## src/rtl/pll_lock_seq_pkg.sv

```systemverilog
// PLL lock sequencer shared types: state encoding, field widths and
// sizing helpers for the shared cycle counter.
package pll_lock_seq_pkg;

    localparam int STATE_W = 3;
    localparam int RETRY_W = 4;
    localparam int LOSS_W  = 8;

    typedef enum logic [STATE_W-1:0] {
        RST_PLL   = 3'd0,
        WAIT_LOCK = 3'd1,
        STABLE    = 3'd2,
        RUN       = 3'd3,
        FAIL      = 3'd4
    } state_t;

    function automatic int unsigned max3(
        input int unsigned a,
        input int unsigned b,
        input int unsigned c
    );
        int unsigned m;
        m = (a > b) ? a : b;
        return (m > c) ? m : c;
    endfunction

    function automatic int unsigned cnt_width(input int unsigned n);
        return (n > 1) ? $clog2(n) : 1;
    endfunction

endpackage

```

## src/rtl/sync_2ff.sv

```systemverilog
// Two-flop synchroniser for a single asynchronous bit, reset to 0.
// Ports: clk, rst (sync, active-high), d (async in), q (synchronised out).
module sync_2ff
    import pll_lock_seq_pkg::*;
(
    input  logic clk,
    input  logic rst,
    input  logic d,
    output logic q
);

    logic meta;

    always_ff @(posedge clk) begin
        if (rst) begin
            meta <= 1'b0;
            q    <= 1'b0;
        end else begin
            meta <= d;
            q    <= meta;
        end
    end

endmodule

```

## src/rtl/pll_lock_sequencer.sv

```systemverilog
// PLL reset/lock sequencer: pulses pll_reset, waits for a stable lock,
// then releases sys_rst; retries on timeout and parks in FAIL.
// Ports: clkin (ref clock), rst (sync, active-high), lock (async PLL lock),
//   retry_req (restart from FAIL), pll_reset, sys_rst, ready, fail,
//   retry_cnt[3:0], state_o[2:0]; loss_cnt[7:0] when
//   PLL_LOCK_SEQ_LOSS_CNT_EN is defined.
module pll_lock_sequencer
    import pll_lock_seq_pkg::*;
#(
    parameter int unsigned RST_CYCLES     = 16,
    parameter int unsigned STABLE_CYCLES  = 1024,
    parameter int unsigned TIMEOUT_CYCLES = 65536,
    parameter int unsigned MAX_RETRIES    = 4
) (
    input  logic               clkin,
    input  logic               rst,
    input  logic               lock,
    input  logic               retry_req,
    output logic               pll_reset,
    output logic               sys_rst,
    output logic               ready,
    output logic               fail,
    output logic [RETRY_W-1:0] retry_cnt,
    output logic [STATE_W-1:0] state_o
`ifdef PLL_LOCK_SEQ_LOSS_CNT_EN
    ,
    output logic [LOSS_W-1:0]  loss_cnt
`endif
);

    localparam int unsigned CNT_MAX =
        max3(RST_CYCLES, STABLE_CYCLES, TIMEOUT_CYCLES);
    localparam int unsigned CNT_W = cnt_width(CNT_MAX);

    localparam logic [CNT_W-1:0] RST_LAST = CNT_W'(RST_CYCLES - 1);
    localparam logic [CNT_W-1:0] STB_LAST = CNT_W'(STABLE_CYCLES - 1);
    localparam logic [CNT_W-1:0] TMO_LAST = CNT_W'(TIMEOUT_CYCLES - 1);
    localparam logic [RETRY_W-1:0] RETRY_LIM = RETRY_W'(MAX_RETRIES);

    state_t             state_q;
    state_t             state_n;
    logic [CNT_W-1:0]   cnt_q;
    logic [CNT_W-1:0]   cnt_n;
    logic [RETRY_W-1:0] retry_q;
    logic [RETRY_W-1:0] retry_n;
    logic               lock_s;

    sync_2ff u_lock_sync (
        .clk (clkin),
        .rst (rst),
        .d   (lock),
        .q   (lock_s)
    );

    // Each counted state leaves on its last cycle, so the counter
    // never exceeds its target and never wraps.
    always_comb begin
        state_n = state_q;
        cnt_n   = cnt_q;
        retry_n = retry_q;
        unique case (state_q)
            RST_PLL: begin
                if (cnt_q == RST_LAST) begin
                    state_n = WAIT_LOCK;
                    cnt_n   = '0;
                end else begin
                    cnt_n = cnt_q + 1'b1;
                end
            end
            WAIT_LOCK: begin
                if (lock_s) begin
                    state_n = STABLE;
                    cnt_n   = '0;
                end else if (cnt_q == TMO_LAST) begin
                    retry_n = retry_q + 1'b1;
                    cnt_n   = '0;
                    state_n = (retry_n == RETRY_LIM) ? FAIL : RST_PLL;
                end else begin
                    cnt_n = cnt_q + 1'b1;
                end
            end
            STABLE: begin
                if (!lock_s) begin
                    state_n = WAIT_LOCK;
                    cnt_n   = '0;
                end else if (cnt_q == STB_LAST) begin
                    state_n = RUN;
                    cnt_n   = '0;
                end else begin
                    cnt_n = cnt_q + 1'b1;
                end
            end
            RUN: begin
                cnt_n = '0;
                if (!lock_s) begin
                    state_n = RST_PLL;
                end
            end
            FAIL: begin
                cnt_n = '0;
                if (retry_req) begin
                    state_n = RST_PLL;
                    retry_n = '0;
                end
            end
            default: begin
                state_n = RST_PLL;
                cnt_n   = '0;
            end
        endcase
    end

    // Outputs are decoded from the next state so they change on the
    // same edge as the state register.
    always_ff @(posedge clkin) begin
        if (rst) begin
            state_q   <= RST_PLL;
            cnt_q     <= '0;
            retry_q   <= '0;
            pll_reset <= 1'b1;
            sys_rst   <= 1'b1;
            ready     <= 1'b0;
            fail      <= 1'b0;
        end else begin
            state_q   <= state_n;
            cnt_q     <= cnt_n;
            retry_q   <= retry_n;
            pll_reset <= (state_n == RST_PLL);
            sys_rst   <= (state_n != RUN);
            ready     <= (state_n == RUN);
            fail      <= (state_n == FAIL);
        end
    end

    assign retry_cnt = retry_q;
    assign state_o   = state_q;

`ifdef PLL_LOCK_SEQ_LOSS_CNT_EN
    always_ff @(posedge clkin) begin
        if (rst) begin
            loss_cnt <= '0;
        end else if (state_q == RUN && state_n == RST_PLL
                     && loss_cnt != '1) begin
            loss_cnt <= loss_cnt + 1'b1;
        end
    end
`else
    // Lock-loss counter not built.
`endif

endmodule

```

## config.mk

```make
export PLATFORM = sky130hd
export DESIGN_NAME = pll_lock_sequencer
export DESIGN_NICKNAME = d
export VERILOG_FILES = /design/src/rtl/pll_lock_seq_pkg.sv /design/src/rtl/sync_2ff.sv /design/src/rtl/pll_lock_sequencer.sv
export SDC_FILE = /design/constraint.sdc
export NUM_CORES = 1
export LEC_CHECK = 0
export BUFFER_PORTS_ARGS = -buffer_cell sky130_fd_sc_hd__buf_2
export CAP_MARGIN = 15
export CELL_PAD_IN_SITES_DETAIL_PLACEMENT = 0
export CELL_PAD_IN_SITES_GLOBAL_PLACEMENT = 1
export CORE_MARGIN = 10
export CORE_UTILIZATION = 43
export DETAILED_ROUTE_END_ITERATION = 8
export GPL_TIMING_DRIVEN = 0
export HOLD_SLACK_MARGIN = 0.02
export PLACE_DENSITY_LB_ADDON = 0.1
export SLEW_MARGIN = 20
export SYNTH_ARGS = -nofsm -noshare
export SYNTH_HDL_FRONTEND = slang
export SYNTH_SLANG_ARGS = --single-unit
```

## constraint.sdc

```tcl
create_clock -name clkin -period 2.1 [get_ports clkin]
set_input_delay 0.105 -clock clkin [delete_from_list [all_inputs] [get_ports clkin]]
set_output_delay 0.105 -clock clkin [all_outputs]
set_load 0.01 [all_outputs]
```

======== Yosys cells after proc, flatten, opt, wreduce, memory -nomap -nowiden ========
Cells that the tools add are included.
storage, ports and cells
  register bits after elaboration ......... 29
  input port bits ......................... 4
  output and inout port bits .............. 11
  word-level logic and storage cells ...... 48
operators by class
  add/sub/neg operators ................... 2
  equality and inequality tests ........... 14
  multiplexer cells ....................... 19
  reduce and logical (&&, ||, !) cells .... 4
operators with widths
  kind                     number
  $mux W16                 5
  $pmux W16 S3             1
  $mux W3                  8
  $add A16 B1 Y16 const B  1
  $eq A16 B10 Y1 const B   1
  $eq A16 B16 Y1 const B   1
  $eq A16 B4 Y1 const B    1
  $pmux W3 S5              1
  $mux W4                  3
  $eq A3 B2 Y1 const B     3
  $pmux W4 S2              1
  $eq A3 B3 Y1 const B     2
  $logic_not A3 Y1         2
  $ne A2 B2 Y1 const B     3
  $add A4 B1 Y4 const B    1
  $eq A4 B3 Y1 const B     1
  $reduce_and A4 Y1        1
  $eq A3 B1 Y1 const B     1
  $ne A3 B2 Y1 const B     1
  $reduce_bool A2 Y1       1

======== Logic depth before layout (Yosys ltp) ========
  word-level depth ........................ 7
  gate-level depth with buffers ........... 8
  gate-level depth less buffers ........... 6

======== Cells and area by module ========
A second synthesis with hierarchy kept.
second synthesis, totals
  cell total of the unflattened synthesis .. 146
  area, all modules ....................... 1,356.3 µm²
by module, submodules not included
  module              times used  cells an instance  area each (µm²)  sequential area each (µm²)
  pll_lock_sequencer  1           142                1,303.8          540.5
  sync_2ff            1           4                  52.6             40.0

======== Worst setup path after synthesis ========
No wires, ideal clock.
  kind .................................... flip-flop to flip-flop
  start point ............................. register cnt_q[0]
  end point ............................... register cnt_q[2]
  setup time .............................. 115 ps
  arrival ................................. 1,682 ps
  data required time ...................... 1,985 ps
  slack ................................... 303 ps
  cell stages (with the launch flop) ...... 9
  buffers on the path ..................... 2
  period minus slack after synthesis ...... 1,797 ps
  cell sequence ........................... dfxtp_1 > ha_1 > and3_1 > clkbuf_1 > a41oi_1 > a22o_1 > o21ai_2 > buf_4 > nor2_1
on the way
  cells in the longest elaborated chain, start to end .. 4
  elaborated cells on any way between the ends .. 10
  classes of those cells .................. 1 x add/sub; 3 x eq/ne; 6 x mux
ends and longest elaborated chain
  what                                     line                                                                          RTL
  start, declared                          pll_lock_sequencer.sv:42                                                      logic [CNT_W-1:0] cnt_q;
  start signal, assigned                   pll_lock_sequencer.sv:126                                                     cnt_q <= cnt_n;
  $add A16 B1 Y16 (tied with other cells)  pll_lock_sequencer.sv:67, pll_lock_sequencer.sv:79, pll_lock_sequencer.sv:90
  $mux W16, on equally long branches       pll_lock_sequencer.sv:86, pll_lock_sequencer.sv:74
  $mux W16, on equally long branches       pll_lock_sequencer.sv:83, pll_lock_sequencer.sv:71
  $pmux W16 S3 *                           pll_lock_sequencer.sv:61                                                      unique case (state_q)
Every way passes the cells marked *; elsewhere a longest branch is shown, timed or not.
A chain may end at the register's enable or synchronous reset.

======== Worst setup path in the final report ========
  start point ............................. register cnt_q[0]
  end point ............................... register cnt_q[6]
The elaborated chain is that of the path after synthesis.

==> results.txt <==
The flow ran to the end, and the final reports show no timing, DRC or antenna violations. The floorplan step defined a core boundary enclosing 3000 sq um. The root buffer cell chosen for the clock tree is clkbuf_4.

The signal on the critical path passes through ha_1 > and3_2 > nand4_1 > a22o_1 > o21ai_4 > buf_4 > nor2_1. The number of clock buffers added by TritonCTS is 5. STA puts the critical path data required time at 2.32 ns. Based on the critical path, the design can be clocked at up to 0.530 GHz. For the cell count after synthesis, the log shows 149. The kind of critical path was flop to flop. After detailed routing, the average wire length per cell comes to 13.0 microns. For the pin with the worst max-slew slack, the measured transition is 0.478 ns. The first global-routing pass estimated 4640 microns of wire. The worst setup path is captured at a flop. The buffers plus inverters on the worst setup path works out to 1. In this run the mean area of a mapped cell was 8.95 sq um. The detailed-routing iteration count for the pre-antenna-repair pass is 4. The area of the die was 5730 sq um; the remaining number of nets flagged by the antenna check after routing was 0. Setup violations remaining at the end of the flow were counted as 0. Global routing finished with a remaining overflow of 0. The run gives 0 as the initial antenna violation count. The met2 layer usage reported by global route came out at 0.178.

The H-tree depth was 2; the largest net degree at the start of global routing was 11. The logs give 0 for the final-report hold violation count and 0.444 for the starting density of the core. The floorplan step set the die height to 75.7 microns.

The relative slew slack came out at 0.678. After the last flow step, the layout net total stands at 177. Final period utilization: 0.898.

The die is 75.7 microns wide. The post-route DRC violation count is 0, and the count of port buffers added during placement is 14. For the data arrival time at the worst-slack endpoint, the log shows 2.11 ns.

Summed over all failing endpoints, the final setup total negative slack is 0 ns. The largest stage delay on the critical path was 0.38 ns. Across the run, the number of max-cap violations was 0. The number of pins exceeding their max-slew limit in the final report was 0; the flop and latch count out of synthesis was 29.

Routed wire length: 2660 microns. Dividing the detail-routed via count by the number of cells gives 5.36. For the post-route core utilization, the log shows 0.514. In this run the most used layer during global routing was met2. Counting every sink on the clock net gives 29.

The kind of cell with the highest combined delay along the critical path is compound AO/OA/AOI/OAI gates. The clock passes through at most 2 buffers. The share of layout cells above drive strength 1 is 0.174. On the final layout, the worst clock skew is 0.0117 ns.

The initial DRC count was 54; the area of the mapped netlist was 1330 sq um. The leakage power of the design was 0.603 nW; the count of inserted antenna diode cells was 0. Setup repair after global routing left no endpoint under its margin. The run gives 0.0495 as the global-route track usage on met3. The estimated wirelength of the detail-placed design is 2030 microns, and the largest voltage drop on the vdd net is 399 uV. The routing usage on met1 came out at 0.110. At the end of routability-driven placement, the weighted congestion stood at 0.779. For this design, the slowest cell found on the critical path is dfxtp_1. During I/O placement, the number of pins put on the boundary was 15. The run gives 0 as the number of warnings reported in the yosys synthesis log. Buffers added to address setup during post-CTS repair amount to 0. The worst hold-check path type is input port to flop. The tools report the final hold slack as 0.0952 ns. The area added between synthesis and finish was 15.7%. TritonCTS built the clock tree. Row generation in the floorplan step produced 20 rows. The sequential share of the synthesized area came out at 0.435.

Counting distinct cell types in the post-synthesis netlist gives 33. For this design the ratio of total power to cell area is 635 nW/um^2. The run gives 1,084 as the via count of the first global-routing pass. The kind of launch point of the worst setup path is a flop.

The CTS clock-pin slew for the worst setup and hold paths works out to 0.09 ns. Counting every net in the synthesized netlist gives 155. The routed layout has 1,099 vias.

The overall track demand over capacity in global routing is 0.108, and the clock period minus final worst setup slack is 1.89 ns. Along the worst path, the maximum fanout reaches 10. The run gives 0.33 ns as the clock insertion delay at the later pin of the skew report.
## routing by layer
| metal | up-vias | wire length (microns) | share of wire |
|---|---|---|---|
| li1 | 577 | - | - |
| met1 | 490 | 1160 | 0.43 |
| met2 | 20 | 1250 | 0.47 |
| met3 | 12 | 164 | 0.062 |
| met4 | 0 | 90 | 0.034 |
| met5 | - | 0 | 0 |
## cells by family (layout without fill, tap and decap cells)
logic type | Yosys count | in the layout | synth area share
buffers and inverters | 9 | 32 | 0.0310
XOR/XNOR | 14 | 14 | 0.0919
flip-flops | 29 | 29 | 0.435
AND/OR/NAND/NOR | 77 | 77 | 0.330
AO/OA/AOI/OAI | 18 | 18 | 0.0929
adder cells (fa/ha/maj) | 2 | 2 | 0.0188
## registers in the layout, summed over array words and instances, names as in the netlist
signal            flops
cnt_q                16
retry_cnt             4
state_o               3
fail                  1
pll_reset             1
ready                 1
sys_rst               1
u_lock_sync.meta      1
u_lock_sync.q         1
## through the flow
step | area (sq um) | power (mW) | worst slack [ns] | std cells
6_report | 1540 | 0.979 | 0.214 | 205
5_1_grt | 1540 | 1.04 | 0.0250 | 205
4_1_cts | 1540 | 0.996 | 0.0283 | 206
3_5_place_dp | 1450 | 0.603 | 0.00215 | 196
3_3_place_gp | 1450 | 0.603 | 0.0128 | 196
2_1_floorplan | 1330 | 0.594 | 0.303 | 149
## cells in the mapped netlist (all sizes together)
master	instances	area [sq um]
dfxtp	29	581
nor2	25	93.8
nand3	9	45.0
xor2	8	70.1
nand4	7	50.1
nor4	7	73.8
a21oi	6	30.0
nand2	6	22.5
xnor2	6	52.6
clkbuf	5	18.8
nand2b	5	31.3
nor2b	4	25.0
o21ai	4	23.8
and3	3	18.8
nor3b	3	22.5
a311oi	2	17.5
a41oi	2	17.5
and4	2	17.5
buf	2	15.0
ha	2	25.0
inv	2	7.51
nor3	2	10.0
a211oi	1	7.51
a22o	1	8.76
a41o	1	10.0
and2	1	6.26
and2b	1	7.51
nor4bb	1	10.0
o311ai	1	8.76
or3	1	6.26
## tightest hold or removal path: stages
cell and delay (ns):
buf_2 0.08, nand2b_1 0.12, a21oi_1 0.07
## where the power goes
part / switching (mW) / total (mW) / internal (mW) / leakage, nW
Combinational: 0.0164 / 0.0310 / 0.0146 / 0.327
Sequential: 0.00560 / 0.562 / 0.556 / 0.235
Clock: 0.192 / 0.386 / 0.194 / 0.0413
Total: 0.214 / 0.979 / 0.765 / 0.603
## final timing paths
kind / from / to / slack [ns] / cells past startpoint
min: retry_req / fail$_SDFF_PP0_ / 0.1 / 3
max reg2reg: cnt_q[0]$_SDFF_PP0_ / cnt_q[6]$_SDFF_PP0_ / 0.21 / 7
min reg2reg: u_lock_sync.meta$_SDFF_PP0_ / u_lock_sync.q$_SDFF_PP0_ / 0.45 / 1
max: cnt_q[0]$_SDFF_PP0_ / cnt_q[6]$_SDFF_PP0_ / 0.21 / 7
## cells in the final DEF (no fill, tap or decap), drive strengths merged, types with 4 or more instances in the layout
master,Yosys,routed
xnor2,6,6
nor2,25,25
xor2,8,8
nand2,6,6
clkbuf,5,11
nor4,7,7
nor2b,4,4
nand4,7,7
buf,2,16
nand3,9,9
o21ai,4,4
dfxtp,29,29
a21oi,6,6
nand2b,5,5
## what timing repair did
item | 4_1_cts | 5_1_grt
hold endpoints to repair | 3 | 0
endpoints found under the setup margin | 10 | 11
resized for setup | 1 | 2
hold buffers | 2 | 0
## cell type report
type                       instances  area, sq um
sequential                        29          581
tap                               33         41.3
timing repair buffer              16         90.1
buffer                             6         30.0
fill                             312         1460
inverter                           2         7.51
clock buffer                       7         65.1
clock inverter                     1         5.00
multi-input combinational        111          723
(Power assumes the default switching activity.)
